**src/rtl/serial_rx_9.sv**
```systemverilog
// rtl/serial_rx_9.sv - MSB-first serial-in/parallel-out receiver with 2-word output buffer
//
// Assembles WIDTH-bit words from a strobed serial stream (first bit -> Data_Out[WIDTH-1])
// and delivers them through a 2-entry FIFO with a Valid/Ready handshake.
// Optional feature macro: PARITY_CHK_EN (adds a trailing even-parity bit per word).
//
// Ports:
//   Clk       in   1      system clock, rising edge
//   Reset_n   in   1      synchronous active-low reset
//   Start     in   1      word alignment, discards any partial word
//   Shift_En  in   1      bit strobe
//   Shift_In  in   1      serial data, MSB first
//   Data_Out  out  WIDTH  head word of output buffer (0 when empty)
//   Valid     out  1      Data_Out holds a word
//   Ready     in   1      consumer pops head when Valid & Ready
//   Busy      out  1      partial word in progress
//   Overrun   out  1      sticky: completed word dropped, buffer full
//   Clr_Ovr   in   1      clears Overrun
//   Par_Err   out  1      parity error of head word (0 without PARITY_CHK_EN)
module serial_rx_9 #(
  parameter int WIDTH = 9
) (
  input  logic             Clk,
  input  logic             Reset_n,
  input  logic             Start,
  input  logic             Shift_En,
  input  logic             Shift_In,
  output logic [WIDTH-1:0] Data_Out,
  output logic             Valid,
  input  logic             Ready,
  output logic             Busy,
  output logic             Overrun,
  input  logic             Clr_Ovr,
  output logic             Par_Err
);

`ifdef PARITY_CHK_EN
  localparam int NBITS = WIDTH + 1;
  localparam int EW    = WIDTH + 1;   // {par_err, data}
`else
  localparam int NBITS = WIDTH;
  localparam int EW    = WIDTH;
`endif
  // The final sampled bit never enters the shift register: it goes straight
  // into the word (or is the parity bit), so only NBITS-1 bits are held.
  localparam int SRW = NBITS - 1;
  localparam int CW  = $clog2(NBITS + 1);
  localparam logic [CW-1:0] LAST = CW'(NBITS - 1);

  typedef enum logic {IDLE = 1'b0, SHIFT = 1'b1} state_t;

  state_t          state;
  logic [CW-1:0]   cnt;
  logic [SRW-1:0]  sr;
  logic [1:0]      fill;
  logic [EW-1:0]   e0;
  logic [EW-1:0]   e1;
  logic            done;
  logic            pop;
  logic            accept;
  logic [EW-1:0]   new_entry;

  always_comb begin
    done   = (state == SHIFT) && Shift_En && !Start && (cnt == LAST);
    pop    = Valid && Ready;
    accept = done && ((fill != 2'd2) || pop);
  end

`ifdef PARITY_CHK_EN
  assign new_entry = {(^sr) ^ Shift_In, sr};
  assign Par_Err   = e0[WIDTH];
  assign Data_Out  = e0[WIDTH-1:0];
`else
  assign new_entry = {sr, Shift_In};
  assign Par_Err   = 1'b0;
  assign Data_Out  = e0;
`endif

  assign Valid = (fill != 2'd0);
  assign Busy  = (state == SHIFT);

  always_ff @(posedge Clk) begin
    if (!Reset_n) begin
      state   <= IDLE;
      cnt     <= '0;
      sr      <= '0;
      fill    <= 2'd0;
      e0      <= '0;
      e1      <= '0;
      Overrun <= 1'b0;
    end else begin
      // Bit assembly
      if (Start) begin
        state <= SHIFT;
        if (Shift_En) begin
          sr  <= SRW'(Shift_In);
          cnt <= CW'(1);
        end else begin
          sr  <= '0;
          cnt <= '0;
        end
      end else if (state == SHIFT && Shift_En) begin
        if (done) begin
          state <= IDLE;
          cnt   <= '0;
        end else begin
          sr  <= SRW'({sr, Shift_In});
          cnt <= cnt + CW'(1);
        end
      end

      // Output buffer: e0 is always the head; unused slots are held at 0
      if (pop && accept) begin
        if (fill == 2'd1) begin
          e0 <= new_entry;
        end else begin
          e0 <= e1;
          e1 <= new_entry;
        end
      end else if (pop) begin
        if (fill == 2'd1) begin
          e0 <= '0;
        end else begin
          e0 <= e1;
          e1 <= '0;
        end
        fill <= fill - 2'd1;
      end else if (accept) begin
        if (fill == 2'd0) begin
          e0 <= new_entry;
        end else begin
          e1 <= new_entry;
        end
        fill <= fill + 2'd1;
      end

      // A drop in the same cycle beats the clear request
      if (done && !accept) begin
        Overrun <= 1'b1;
      end else if (Clr_Ovr) begin
        Overrun <= 1'b0;
      end
    end
  end

endmodule

```
**config.mk**
```make
export PLATFORM = sky130hd
export DESIGN_NAME = serial_rx_9
export DESIGN_NICKNAME = d
export VERILOG_FILES = /design/src/rtl/serial_rx_9.sv
export SDC_FILE = /design/constraint.sdc
export NUM_CORES = 1
export LEC_CHECK = 0
export ABC_AREA = 1
export ABC_CLOCK_PERIOD_IN_PS = 2800
export CAP_MARGIN = 20
export CORE_ASPECT_RATIO = 0.75
export CORE_UTILIZATION = 28
export DETAILED_ROUTE_END_ITERATION = 12
export PLACE_DENSITY_LB_ADDON = 0.1
export SLEW_MARGIN = 20
export SYNTH_ARGS = -nofsm -noshare
export SYNTH_HDL_FRONTEND = slang
export SYNTH_SLANG_ARGS = --single-unit
```
**constraint.sdc**
```tcl
create_clock -name Clk -period 2.8 [get_ports Clk]
set_clock_uncertainty 0.1 [all_clocks]
set_input_delay 0.84 -clock Clk [delete_from_list [all_inputs] [get_ports Clk]]
set_output_delay 0.84 -clock Clk [all_outputs]
set_load 0.1 [all_outputs]
```
==> run_results.csv <==
group,metric,value,unit
layout,final_util,35.3,%
clock_tree,max-clock-path-buffers,2,
layout,fin_cells,382,
timing,rsz0062_at_grt,"false",
placed_design,io_buffers,18,
layout,area_growth,21.1,%
die,dieArea,6930,µm²
die,coreArea,6350,µm²
detailed_routing,drt_wl_total,4250,µm
critical_path,crit_path_max_fanout,10,
detailed_routing,ant_nets,0,
layout,diodes,0,
layout,final_common_cell,"nand2_1",
grt,grt_pass1_vias,1561,
detailed_routing,post-route-drc-count,0,
grt,grt_max_degree,25,
pwr,p_leak,0.000995,µW
timing,fin_tns_setup,0,ns
die,die_x,95.8,µm
grt,grt_usage,13.7,%
detailed_routing,detail_route.first_pass.iterations,4,
die,num_rows,25,
clock_tree,cts.sinks,34,
logic_synthesis,syn_area,1850,µm²
logic_synthesis,yosys_warnings,0,
clock_tree,holdBufCountCts,0,
timing,period_share,90.0,%
layout,fin_nets,315,
placed_design,placed_cells,374,
logic_synthesis,yosys.area.top_type,"dfxtp_1",
logic_synthesis,synth.distinct_cells,28,
logic_synthesis,synthFlopType,"dfxtp_1",
clock_tree,cts_resized,0,
critical_path,start_kind,"input pin",
timing,setup_viol,0,
grt,grt_remaining_overflow,0,
logic_synthesis,synth_edf_count,0,
critical_path,crit_slowest_cell,"clkdlybuf4s50_1",
logic_synthesis,yosysSeqAreaShare,36.8,%
min_path,hold_path_class,"register to register",
detailed_routing,via_count,1671,
layout,drive_above_1_share,13.3,%
pwr,powerDensity,607,nW/µm²
run_status,status,"finished, final reports clean",
timing,slew_violations,0,
die,die_h,72.4,µm
grt,antenna_found_initial,0,
logic_synthesis,netlist_instances,273,
clock_tree,cts_setup_buffers,0,
critical_path,cp.required,2.92,ns
critical_path,arrival,2.64,ns
placed_design,place.gp.congestion,0.755,
critical_path,path_cells,"clkdlybuf4s50_1 -> nand3_2 -> nor2_4 -> nand2_1 -> inv_1 -> ha_1 -> clkinv_1 -> nand3_1 -> o21ai_1 -> nand2_1 -> nand2_1 -> nor2_1",
timing,hold_viol,0,
critical_path,cpMostUsedCell,"nand2_1",
critical_path,critical_path.max_stage_delay,0.50,ns
clock_tree,clkLatencyLatePin,0.28,ns
detailed_routing,avgViaCountPerCell,4.37,
timing,fin_ws,0.281,ns
clock_tree,cts_max_level,2,
pwr,total_power,1360,µW
logic_synthesis,synthTopCellsByArea,"dfxtp_1 37%, nand2_1 20%, a21oi_1 8.1%, ha_1 5.4%, inv_1 4.9%",
logic_synthesis,synth_top_area_share,36.8,%
critical_path,critPathKind,"input pin to register",
critical_path,crit_path_start,"Shift_En",
clock_tree,clkTransAtPathRegs,0.07,ns
critical_path,r2r-start,"fill[0]$_SDFFE_PN0P_",
clock_tree,cts_tree,"yes",
die,io_pins,20,
critical_path,crit_path_end_kind,"register",
detailed_routing,drtIter0Drc,57,
logic_synthesis,synth_nets,288,
die,start_util,29.1,%
logic_synthesis,synthArstFlopShare,0,%
placed_design,preCtsSetupSlack,-0.0158,ns
critical_path,reg2reg_slack,0.57,ns
layout,layout_common_cells,"97 x nand2_1, 34 x dfxtp_1, 30 x a21oi_1",
timing,fmax,397,MHz
run,maxCapViolCount,0,
placed_design,place_hpwl,3110,µm
pwr,ir_drop,172,µV
grt,grt_pass1_wl,7250,µm
min_path,worstHoldStart,"Overrun$_SDFFE_PN0P_",
logic_synthesis,synth_seq_cells,34,
timing,finalCriticalPeriod,2.52,ns
logic_synthesis,avgSynthCellArea,6.77,µm²
clock_tree,root_buffer,"clkbuf_8",
detailed_routing,wl_per_cell,11.1,µm
clock_tree,numCtsBuffers,5,
cells in the mapped netlist (2+ instances only):
master     n
a21oi_1   30
buf_2      2
buf_4      4
buf_6      2
clkbuf_1   2
dfxtp_1   34
ha_1       8
inv_1     24
inv_2      3
nand2_1   97
nand3_1   12
nand3b_1   8
nor2_1    20
nor2_4     2
o21ai_0   10
xor2_1     3
path summary, 6_finish.rpt:
path | depth (start not counted) | end
worst max-delay path | 12 | Data_Out[2]$_SDFFE_PN0P_
worst min-delay path | 2 | Overrun$_SDFFE_PN0P_
worst max register to register | 14 | Data_Out[2]$_SDFFE_PN0P_
worst min register to register | 2 | Overrun$_SDFFE_PN0P_
power by group:
group	internal [µW]	leakage, µW	switching [µW]	total [µW]
logic	113	0.000668	281	395
registers	507	0.000275	13.8	521
clock network	266	0.0000524	176	442
cell type report:
type	count	area [µm²]
Inverter	28	105
Clock inverter	1	30.0
Timing Repair Buffer	30	253
Multi-Input combinational cell	201	992
Sequential cell	34	681
Fill cell	685	4110
Clock buffer	7	76.3
Tap cell	81	101
logic make-up after synthesis:
kind of cell | share of synthesized area (%)
AOI/OAI and AO/OA | 11.9
xor gates and xnor gates | 1.90
adders and majority gates | 5.42
buffers and inverters | 9.48
DFF | 36.8
other | 0.203
and+or+nand+nor | 34.3
per-stage QoR:
stage,instance area [µm²],hold slack (ns)
6_report,2240,0.364
5_1_grt,2240,0.382
4_1_cts,2240,0.367
3_5_place_dp,2130,0.355
3_3_place_gp,2130,0.354
2_1_floorplan,1850,0.345
metal layers:
metal	up-vias	track usage, %	wire length, µm
met3	5	3.88	195
li1	911	-	-
met1	730	18.7	2250
met5	-	0	0
met4	0	3.98	35
met2	25	20.9	1770
sequential cells by signal, indices dropped and copies added (netlist names):
| name | flops |
|---|---|
| cnt | 4 |
| e1 | 9 |
| Busy | 1 |
| Data_Out | 9 |
| Overrun | 1 |
| sr | 8 |
| fill | 2 |
worst max-delay path: cells and delay by family:
family,cells,cell delay (ns)
buffers and inverters,3,0.83
AOI/OAI and AO/OA,1,0.10
and+or+nand+nor,7,0.68
adders and majority gates,1,0.18
Power figures use the tool's default switching activity.
==> RTL change 1, RTL diff (same flow settings) <==
Set the parameter `WIDTH` to 13 (it was 9).
--- a/src/rtl/serial_rx_9.sv
+++ b/src/rtl/serial_rx_9.sv
@@ -20,3 +20,3 @@
 module serial_rx_9 #(
-  parameter int WIDTH = 9
+  parameter int WIDTH = 13
 ) (
Interface: changed (resized Data_Out); port bits go from 20 to 24. The function was not compared with the original's and may differ.
==> RTL change 1 against the unedited design <==
Power rose by 47%; routed wire length is 37% higher; area after synthesis rose by 33%; sequential cell count up 12; fmax is 2.6% higher; setup slack gained 0.064 ns; core utilization down 0.44 points; cell area grew 32%.
==> RTL change 1: results (changes against the unedited design) <==
Status
  • Status: finished, final reports clean

Cells and area
  • # diodes: 0 (unchanged)
  • # fillers: 979 (+43%)
  • Clock-cell share: 0.0656 (+0.0181)
  • Non-clk bufs: 35 (+17%)
  • Logic inverters: 41 (+46%)
  • Data buffer area share: 0.0982 (-0.0147)
  • Seq area share: 0.312 (+0.00752)
  • Comb_multi_in: 268 (+33%)
  • Fraction of area in multi-input gates: 0.427 (-0.0165)
  • Reg area: 921 sq um (+35%)
  • Sequential cells: 46 (+35%)
  • Finished Layout Cells: 506 (+32%)
  • Layout cell share with drive strength beyond 1: 0.118 (-0.0148)
  • # nets final: 412 (+31%)

Drt
  • Via count: 2,310 (+38%)
  • Pre-Repair DR Iteration Count: 5 (+1)
  • DRT iter0 DRCs: 100 (+75%)
  • Wire length per cell: 11.5 um (+3.6%)

Synth
  • Synth cell count leaders: nand2_1, dfxtp_1, a21oi_1
  • Top cells by area, synth: dfxtp_1, nand2_1, a21oi_1
  • Yosys warns: 0 (unchanged)
  • Post-Syn Instances: 375 (+37%)
  • Register area share after synthesis: 0.375 (+0.00700)
  • Synth async-reset ratio: 0 (unchanged)
  • Syn_nets: 390 (+35%)

Power and ir drop
  • Clock power share: 0.393 (+0.067)
  • Leakage: 0.00130 uW (+30%)
  • Clock-net power: 783 uW (+77%)
  • P_seq: 703 uW (+35%)
  • Internal power: 1340 uW (+51%)
  • Worst VDD drop: 307 uV (+78%)

GRT
  • Vias in the first global route: 2,105 (+35%)
  • Largest net degree at the start of global routing: 32 (+28%)
  • Global-route wire length before repair: 9.92 mm (+37%)
  • Gr usage total: 0.137 (+0.000597)

Place
  • Global placer's final weighted congestion: 0.751 (-0.44%)
  • Post-DP HPWL: 4.10 mm (+32%)
  • DP Area: 2760 sq um (+30%)
  • Cells after DPL: 498 (+33%)
  • I/O Buffers: 22 (+4)
  • Place WS: 0.0260 ns (+0.0418 ns)

Min path
  • Tightest Hold Check Type: flop to flop

Clock tree
  • Root buffer selected by CTS: clkbuf_16
  • CTS resizes: 0 (unchanged)
  • Worst skew pair latency: slightly below 0.3 ns
  • Worst-path clk slew: 0.07 ns (about the same)
  • Htree depth: 2 (unchanged)
  • CTS Buf Count: 5 (unchanged)

Floorplanning
  • Cell Rows: 29 (+16%)

Worst setup path
  • Max incr delay on CP: ~0.49 ns
  • Crit path max fanout: 13 (+3)
[RTL change 1: logic make-up (layout without fill, tap and decap cells)]
| kind of cell | after synthesis | after routing | share of synthesized area |
|---|---|---|---|
| AO/OA/AOI/OAI | 63 | 63 | 0.133 |
| XOR/XNOR | 3 | 3 | 0.0107 |
| adder cells (fa/ha/maj) | 8 | 8 | 0.0408 |
| buffers and inverters | 61 | 84 | 0.111 |
| flip-flops | 46 | 46 | 0.375 |
| other | 1 | 1 | 0.00153 |
| AND/OR/NAND/NOR | 193 | 193 | 0.328 |
[RTL change 1: worst paths after layout]
check | from | endpoint | slack, ns | depth (start not counted)
max | Start | Data_Out[11] | 0.34 | 12
min reg2reg | e1[5] | e1[5] | 0.37 | 2
max reg2reg | fill[0] | Data_Out[11] | 0.59 | 13
min | e1[5] | e1[5] | 0.37 | 2
[RTL change 1: layer usage]
layer  up-vias  GRT usage  wire length (um)
li1       1220          -                 -
met1      1050      0.180              2910
met2        33      0.220              2650
met3         7     0.0338               204
met4         0     0.0431                76
met5         -          0                 0
==> RTL change 2, RTL diff (same flow settings) <==
Made on the original files. One comparison of `cnt` changes from == to >=.
--- a/src/rtl/serial_rx_9.sv
+++ b/src/rtl/serial_rx_9.sv
@@ -63,3 +63,3 @@
   always_comb begin
-    done   = (state == SHIFT) && Shift_En && !Start && (cnt == LAST);
+    done   = (state == SHIFT) && Shift_En && !Start && (cnt >= LAST);
     pop    = Valid && Ready;
Function: same outputs for any inputs over 10 cycles, from zero or initial values and one cycle with Reset_n low; that may be too few to reach the edited logic, so the function may still have changed.
==> RTL change 2 against the unedited design <==
Cell area shrank 2.9%; routed wire length increased by 8.0%; sequential cell count unchanged; fmax rose by 8.6%; setup slack improved by 0.20 ns; critical path type unchanged; area after synthesis is 1.6% lower.
Power is not compared: it rests on default switching activity, and its combinational part moved more than twofold at a synthesized area within 25%.
==> RTL change 2: results (changes against the unedited design) <==
Status
  • Status: finished, final reports clean

Place
  • Global placer's final weighted congestion: 0.772 (+2.3%)
  • Place WS: 0.179 ns (+0.194 ns)
  • DP Area: 2080 sq um (-2.5%)

Synth
  • Synth cell count leaders: nand2_1, dfxtp_1, nor2_1
  • XOR/XNOR Fraction of Synth Area: 0.00963 (-0.00933)
  • Top cells by area, synth: dfxtp_1, nand2_1, nand3_1
  • Adder-Cell Fraction of Synth Area: 0.0413 (-0.0129)
  • Post-Syn Instances: 270 (-1.1%)
  • Post-synthesis compound-gate area fraction: 0.115 (-0.00430)
  • Netlist cell types: 24 (-14%)
  • Register area share after synthesis: 0.374 (+0.00583)

Cells and area
  • Final core occ: 0.346 (-0.00664)
  • # fillers: 684 (-0.15%)
  • # nets final: 306 (-2.9%)
  • Layout cell share with drive strength beyond 1: 0.153 (+0.0202)

Worst setup path
  • Worst R2R Setup Slack: 0.79 ns (+0.22 ns)
  • Max incr delay on CP: 0.56 ns (+0.06 ns)
  • Data arrival time of the critical path: 2.43 ns (-0.21 ns)
  • Worst setup path endpoint: e1[4]

Timing
  • Worst Slack Setup Final: 0.481 ns (+0.200 ns)
  • Final hold slack: 0.363 ns (-0.000851 ns)

Drt
  • Wire length per cell: 12.3 um (+10%)
  • DRT iter0 DRCs: 69 (+21%)

GRT
  • Largest net degree at the start of global routing: 21 (-16%)
  • Gr usage total: 0.154 (+0.0175)
  • Vias in the first global route: 1,616 (+3.5%)

Min path
  • Min-Delay Endpoint: e1[5]
[RTL change 2: cell types whose count changed in the layout (fill, tap and decap cells not counted), sizes merged, moves of 2 or more]
cell    delta
a21oi     -14
a22oi      +8
buf        -4
ha         -2
inv        -3
nand2     -12
nand3     +18
nand3b     -8
nor2      +13
xor2       -2
[RTL change 2: power by group]
| group | internal [uW] | switching, uW | leakage (uW) |
|---|---|---|---|
| Sequential | 487 | 5.32 | 0.000275 |
| Clock | 198 | 189 | 0.0000472 |
| Combinational | 18.6 | 41.1 | 0.000633 |
| Total | 703 | 236 | 0.000955 |
[RTL change 2: layer usage]
metal  vias up  wire length (um)  GRT usage
met5         -                 0          0
met4         0                23     0.0354
met3         2               139     0.0350
met2        31              1770      0.217
met1       760              2660      0.235
li1        908                 -          -
[RTL change 2: final cells by class]
type | instances | area share
timing repair buffer | 26 | 0.102
clock buffer | 6 | 0.0380
multi-input combinational | 202 | 0.453
clock inverter | 2 | 0.00575
sequential | 34 | 0.313
inverter | 24 | 0.0414
tap | 81 | 0.0466
